$ cat src/rtl/task_arbiter.sv
// Round-robin task arbiter: grants one channel at a time until it reports done or
// the watchdog expires, then leaves one idle cycle before the next grant.
module task_arbiter #(
  parameter int unsigned N_TASKS        = 4,
  parameter int unsigned TIMEOUT_CYCLES = 16,
  parameter bit          SKIP_IDLE      = 1'b0
) (
  input  logic                       clk,
  input  logic                       rst,
  input  logic [N_TASKS-1:0]         req,
  input  logic [N_TASKS-1:0]         done,
  output logic [N_TASKS-1:0]         grant,
  output logic [$clog2(N_TASKS)-1:0] cur_id,
  output logic                       busy,
  output logic                       timeout,
  output logic [$clog2(N_TASKS)-1:0] timeout_id,
  output logic                       spurious
);

  localparam int unsigned    IDW     = $clog2(N_TASKS);
  localparam logic [15:0]    TO_LAST = 16'(TIMEOUT_CYCLES - 1);
  localparam logic [IDW-1:0] LAST_ID = IDW'(N_TASKS - 1);

  typedef enum logic [1:0] {ARB, GRANT, GAP} state_e;

  state_e               state_q, state_d;
  logic [IDW-1:0]       ptr_q, ptr_d;
  logic [IDW-1:0]       cur_id_q, cur_id_d;
  logic [IDW-1:0]       tid_q, tid_d;
  logic [N_TASKS-1:0]   grant_q, grant_d;
  logic [15:0]          cnt_q, cnt_d;
  logic                 timeout_q, timeout_d;
  logic                 spurious_q, spurious_d;

  logic [N_TASKS-1:0]   eligible;
  logic                 pick_vld;
  logic [IDW-1:0]       pick_id;
  logic [IDW-1:0]       next_id;

  // Without SKIP_IDLE every channel is eligible, so the search lands on ptr itself.
  assign eligible = req | {N_TASKS{!SKIP_IDLE}};
  assign next_id  = (cur_id_q == LAST_ID) ? '0 : cur_id_q + 1'b1;

  always_comb begin
    logic [IDW-1:0] idx;
    pick_vld = 1'b0;
    pick_id  = ptr_q;
    idx      = '0;
    for (int unsigned i = 0; i < N_TASKS; i++) begin
      idx = IDW'((32'(ptr_q) + i) % N_TASKS);
      if (!pick_vld && eligible[idx]) begin
        pick_vld = 1'b1;
        pick_id  = idx;
      end
    end
  end

  always_comb begin
    state_d    = state_q;
    ptr_d      = ptr_q;
    grant_d    = grant_q;
    cur_id_d   = cur_id_q;
    cnt_d      = cnt_q;
    tid_d      = tid_q;
    timeout_d  = 1'b0;
    spurious_d = |(done & ~grant_q);
    case (state_q)
      ARB, GAP: begin
        grant_d = '0;
        if (pick_vld) begin
          grant_d[pick_id] = 1'b1;
          cur_id_d         = pick_id;
          cnt_d            = '0;
          state_d          = GRANT;
        end else begin
          state_d = ARB;
        end
      end
      GRANT: begin
        // done beats a coincident watchdog expiry
        if (done[cur_id_q]) begin
          grant_d = '0;
          ptr_d   = next_id;
          state_d = GAP;
        end else if (TIMEOUT_CYCLES != 0 && cnt_q == TO_LAST) begin
          grant_d   = '0;
          ptr_d     = next_id;
          timeout_d = 1'b1;
          tid_d     = cur_id_q;
          state_d   = GAP;
        end else begin
          cnt_d = cnt_q + 16'd1;
        end
      end
      default: begin
        grant_d = '0;
        state_d = ARB;
      end
    endcase
  end

  always_ff @(posedge clk or posedge rst) begin
    if (rst) begin
      state_q    <= ARB;
      ptr_q      <= '0;
      grant_q    <= '0;
      cur_id_q   <= '0;
      cnt_q      <= '0;
      tid_q      <= '0;
      timeout_q  <= 1'b0;
      spurious_q <= 1'b0;
    end else begin
      state_q    <= state_d;
      ptr_q      <= ptr_d;
      grant_q    <= grant_d;
      cur_id_q   <= cur_id_d;
      cnt_q      <= cnt_d;
      tid_q      <= tid_d;
      timeout_q  <= timeout_d;
      spurious_q <= spurious_d;
    end
  end

  assign grant      = grant_q;
  assign cur_id     = cur_id_q;
  assign busy       = |grant_q;
  assign timeout    = timeout_q;
  assign timeout_id = tid_q;
  assign spurious   = spurious_q;

endmodule

$ cat config.mk
export PLATFORM = sky130hd
export DESIGN_NAME = task_arbiter
export DESIGN_NICKNAME = d
export VERILOG_FILES = /design/src/rtl/task_arbiter.sv
export SDC_FILE = /design/constraint.sdc
export NUM_CORES = 1
export LEC_CHECK = 0
export BUFFER_PORTS_ARGS = -buffer_cell sky130_fd_sc_hd__buf_2
export CAP_MARGIN = 10
export CORE_MARGIN = 3
export CORE_UTILIZATION = 45
export DETAILED_ROUTE_END_ITERATION = 16
export SKIP_CTS_REPAIR_TIMING = 1
export SLEW_MARGIN = 20
export SYNTH_ARGS = -nofsm -noshare
export SYNTH_HDL_FRONTEND = slang
export SYNTH_SLANG_ARGS = --single-unit
$ cat constraint.sdc
create_clock -name clk -period 3 [get_ports clk]
set_input_delay 0.75 -clock clk [delete_from_list [all_inputs] [get_ports clk]]
set_output_delay 0.75 -clock clk [all_outputs]
set_load 0.02 [all_outputs]
======== Word level (Yosys, flattened, before mapping) ========
Cells that the tools add are included.
storage, ports and cells
  flip-flop bits (word level) ............. 30
  output and inout port bits .............. 11
  word-level logic and storage cells ...... 85
operators by class
  add/subtract/negate cells ............... 5
  order comparisons ....................... 7
  eq/ne operators ......................... 8
  mux-type cells .......................... 37
  bitwise gates (word level) .............. 3
  reduce and logical (&&, ||, !) cells .... 17
operators by type and width
  cell                                                                  number
  16-bit 2-to-1 mux                                                     3
  16-bit one-hot mux with 2 select lines                                1
  2-bit by 3-bit < comparator with 1-bit output, second input constant  6
  16-bit by 1-bit adder with 16-bit output, second input constant       1
  16-bit by 4-bit == test with 1-bit output, second input constant      1
  2-bit 2-to-1 mux                                                      8
  1-bit 2-to-1 mux                                                      14
  4-bit 2-to-1 mux                                                      3
  1-bit binary-select mux with 2-bit select                             5
  4-bit one-hot mux with 2 select lines                                 1
  4-bit OR reduction                                                    2
  2-bit inequality test, second input constant                          3
  2-bit by 1-bit adder with 2-bit output, second input constant         2
  2-bit adder, second input constant                                    2
  4-bit AND                                                             1
  2-bit == test, second input constant                                  2
  1-bit logical AND                                                     4
  4-bit inverter                                                        1
  2-bit one-hot mux with 2 select lines                                 1
  2-bit AND reduction                                                   2
  4-bit AND reduction                                                   1
  2-bit nonzero test                                                    2
  1-bit zero test                                                       3
  3-bit inequality test, second input constant                          1
  7 further kinds                                                       7

======== Depth between registers and ports, before layout ========
  depth in word-level cells ............... 18
  depth in mapped cells ................... 7

======== Least setup slack after synthesis ========
No wires, ideal clock.
  path kind ............................... input port to flip-flop
  start point ............................. input done[3]
  end point ............................... register cnt_q[11]
  library setup time ...................... 79 ps
  arrival ................................. 2190 ps
  slack ................................... 731 ps
  cell stages on the path ................. 6
  buffers on the path ..................... 2
  cell sequence ........................... mux4_2 > a41o_1 > buf_6 > buf_6 > nor4_1 > mux2i_1
on the way
  word-level cells in the longest chain between the ends .. 4
ends and longest elaborated chain
  element                                    RTL line  text
  start: declaration                         11        input logic [N_TASKS-1:0] done,
  1-bit binary-select mux with 2-bit select  81        if (done[cur_id_q]) begin
  1-bit 2-to-1 mux (implied by the code)     81
  2-bit inequality test (no line)            n/a
  4-bit AND reduction (no line)              n/a
  end signal: assignment                     117       cnt_q <= cnt_d;
  end: declaration                           31        logic [15:0] cnt_q, cnt_d;
Every way passes these cells. The select of a mux whose other input is x is not followed.
A chain may end at the register's enable or synchronous reset.

======== Worst setup path in the final report ========
  start point ............................. register cnt_q[1]
  end point ............................... register ptr_q[1]
on the way
  word-level cells in the longest chain between the ends .. 3
ends and longest elaborated chain
  element                                    RTL line  text
  16-bit by 4-bit == test with 1-bit output  85        end else if (TIMEOUT_CYCLES != 0 && cnt_q == TO_LAST) begin
  2-bit nonzero test (no line)               n/a
  2-bit AND reduction (no line)              n/a
  end signal: assignment                     114       ptr_q <= ptr_d;
  end: declaration                           27        logic [IDW-1:0] ptr_q, ptr_d;
Every way passes these cells.

==> run metrics <==
result of the run=completed; TritonCTS clock tree=built; via density per instance=5.92; number of levels in the clock H-tree=2; period utilisation layout=88.5%; number of setup violations in the final report=0; cell count after synthesis=153; average detailed-routed wire length per instance=15.4 um; startpoint type of the worst setup path=register; flop and latch count out of synthesis=30; worst min-delay path category=in -> async; area leader, netlist=sky130_fd_sc_hd__dfrtp_1; required time at the worst-slack endpoint=3.23 ns; arrival time at the worst endpoint=2.88 ns; final setup skew=0.0132 ns; residual antenna-violating net count after detailed routing=0; summed area of non-filler cells in the final layout=1690 um2; number of buffers on the longest clock path=2; final critical path time including I/O delays and setup=2.66 ns; effective utilization at floorplan=48.8%; ranking of synthesized cells by area=sky130_fd_sc_hd__dfrtp_1, sky130_fd_sc_hd__nand2_1, sky130_fd_sc_hd__or4_1, sky130_fd_sc_hd__a21oi_1, sky130_fd_sc_hd__mux2_2; worst-case headroom to the max-slew limit=43.8%; vias after detailed routing=1256; input/output buffers=16; Synth top area share=48.8%; count of buffer and inverter cells on the critical path=0; most common cell type on the critical path=sky130_fd_sc_hd__nor3b_1; total leakage power=0.741 nW; number of antenna violations at the first check in global routing=0; Crit path max-delay family=compound AO/OA/AOI/OAI gates; total congestion overflow=0; classification of the worst setup path=reg -> reg; overall power of the completed layout=1.33 mW; filler cell count=307; critical path endpoint category=register; worst IR drop on VDD=0.000474 V; share of synthesized area occupied by flip-flops and latches=48.8%; cell with the largest stage delay on the worst path=sky130_fd_sc_hd__a41o_1; Antenna Diode Count=0; average size of a mapped cell=10.1 um2; first-pass GRT wire length=5690 um; horizontal die dimension=64.5 um; Pins Over Slew Limit=0; number of rows created at floorplan=20; crit-path max cell delay=0.79 ns; maximum number of pins on one net before global-route repair=31; share of post-route cells with drive strength above 1=18.5%; highest achievable clock rate=0.377 GHz; TNS Setup=0 ns; asr flop ratio synth=100%; via count of the first global-routing pass=1231; die height=64.5 um; number of clock sinks=30; Max-cap violations=0; Post-Route WL=3270 um; Cell Area, Synth=1540 um2; clock transition at the registers of the reported paths=0.10 ns; top post-synthesis cells by count=sky130_fd_sc_hd__dfrtp_1, sky130_fd_sc_hd__nand2_1, sky130_fd_sc_hd__a21oi_1; gpl congestion=0.813; unique cell type count in the Yosys netlist=37; count leader, synth=sky130_fd_sc_hd__dfrtp_1; warning count from the yosys run=0; power density cells=785 nW/um2; Placeable Area=3150 um2; NumNets Final=179; synthesis-to-finish area growth=10.0%; clock insertion delay at the later pin of the skew report=0.34 ns; Worst Path Max Fanout=30; setup repair after global routing missed its margin=no; Most used DFF post-synth=sky130_fd_sc_hd__dfrtp_1; starting DRC count in detailed routing=101; measured slew at the worst slew-check pin=0.843 ns; ports placed on the boundary=21; Global Route Usage Sum=17.7%; CTS root buf=sky130_fd_sc_hd__clkbuf_4; drc violations=0; post-synth net total=165; TritonCTS buffer count=5; HPWL after detailed placement=2240 um; drt pass-1 iters=4; placed cell area=1630 um2; number of flops mapped to enable cells by yosys=0; Final Hold Fails=0; cell-by-cell trace of the critical path=ha_1 -> nor3b_1 -> a41o_1 -> nor3b_1 -> mux2_2; floorplan die area=4150 um2
-- cells in the final DEF, fill, tap and decap left out, types with 3 or more instances in the layout --
cell type and n:
sky130_fd_sc_hd__nand2_1 16, sky130_fd_sc_hd__nand3_1 5, sky130_fd_sc_hd__or4_1 8, sky130_fd_sc_hd__nand2b_1 6
sky130_fd_sc_hd__o21ai_0 6, sky130_fd_sc_hd__dfrtp_1 30, sky130_fd_sc_hd__clkbuf_4 5, sky130_fd_sc_hd__inv_1 8
sky130_fd_sc_hd__nor4_1 6, sky130_fd_sc_hd__nand4_1 3, sky130_fd_sc_hd__mux2_2 4, sky130_fd_sc_hd__and4_1 3
sky130_fd_sc_hd__buf_2 16, sky130_fd_sc_hd__or3_1 4, sky130_fd_sc_hd__a21oi_1 10, sky130_fd_sc_hd__o31ai_1 6
sky130_fd_sc_hd__o32ai_1 3, sky130_fd_sc_hd__mux2i_1 3
-- metal layers --
| metal | global-route usage (%) | routed length (um) |
|---|---|---|
| met1 | 22.6 | 1510 |
| met2 | 28.5 | 1570 |
| met3 | 4.33 | 126 |
| met4 | 7.65 | 57 |
| met5 | 0 | 0 |
-- final cells by class --
type	instances	area (um2)	share of cell area, %
Clock buffer	7	55.1	3.25
Clock inverter	1	5.00	0.296
Inverter	8	30.0	1.78
Multi-Input combinational cell	104	701	41.4
Sequential cell	30	751	44.4
Tap cell	44	55.1	3.25
Timing Repair Buffer	18	95.1	5.62
-- registers in the layout, summed over array words and instances, names as in the netlist --
| signal | cells |
|---|---|
| cnt_q | 16 |
| grant | 4 |
| cur_id | 2 |
| ptr_q | 2 |
| state_q | 2 |
| timeout_id | 2 |
| spurious | 1 |
| timeout | 1 |
-- worst register-to-register path, delay by kind of cell, from the launching register on --
family / cells / cell delay, ns
and+or+nand+nor: 2 / 0.72
AOI/OAI and AO/OA: 1 / 0.79
muxes: 1 / 0.38
DFF: 1 / 0.42
adders and majority gates: 1 / 0.22
-- cells by family after synthesis --
logic type | after synthesis | synth area share, %
buffers and inverters | 19 | 5.61
AND/OR/NAND/NOR | 60 | 22.9
AO/OA/AOI/OAI | 34 | 14.6
adder cells (fa/ha/maj) | 2 | 1.63
flip-flops | 30 | 48.8
multiplexers | 8 | 6.35
-- worst paths after layout --
check | start | end | slack [ns] | depth (start not counted)
worst max-delay path | cnt_q[1] | ptr_q[1] | 0.34 | 5
worst min register to register | timeout_id[0] | timeout_id[0] | 0.51 | 1
worst max register to register | cnt_q[1] | ptr_q[1] | 0.34 | 5
min in group clk | timeout_id[0] | timeout_id[0] | 0.51 | 1
max in group asynchronous | rst | spurious | 2.25 | 3
worst min-delay path | rst | cnt_q[13] | 0.47 | 3
-- power by group --
group	switching, mW	internal [mW]	total [mW]
registers	0.136	0.481	0.617
logic	0.283	0.174	0.457
clock network	0.140	0.113	0.254
total	0.559	0.768	1.33
-- stage by stage --
stage | cells | util [%] | hold slack (ns) | worst slack (ns)
final | 212 | 53.7 | 0.470 | 0.345
after global routing | 212 | 53.7 | 0.501 | 0.0921
after CTS | 212 | 53.7 | 0.476 | 0.369
after detailed placement | 204 | 51.7 | 0.497 | 0.298
after global placement | 204 | 51.7 | 0.485 | 0.347
after floorplan | 153 | - | 0.463 | 0.731
Power figures use the tool's default switching activity.
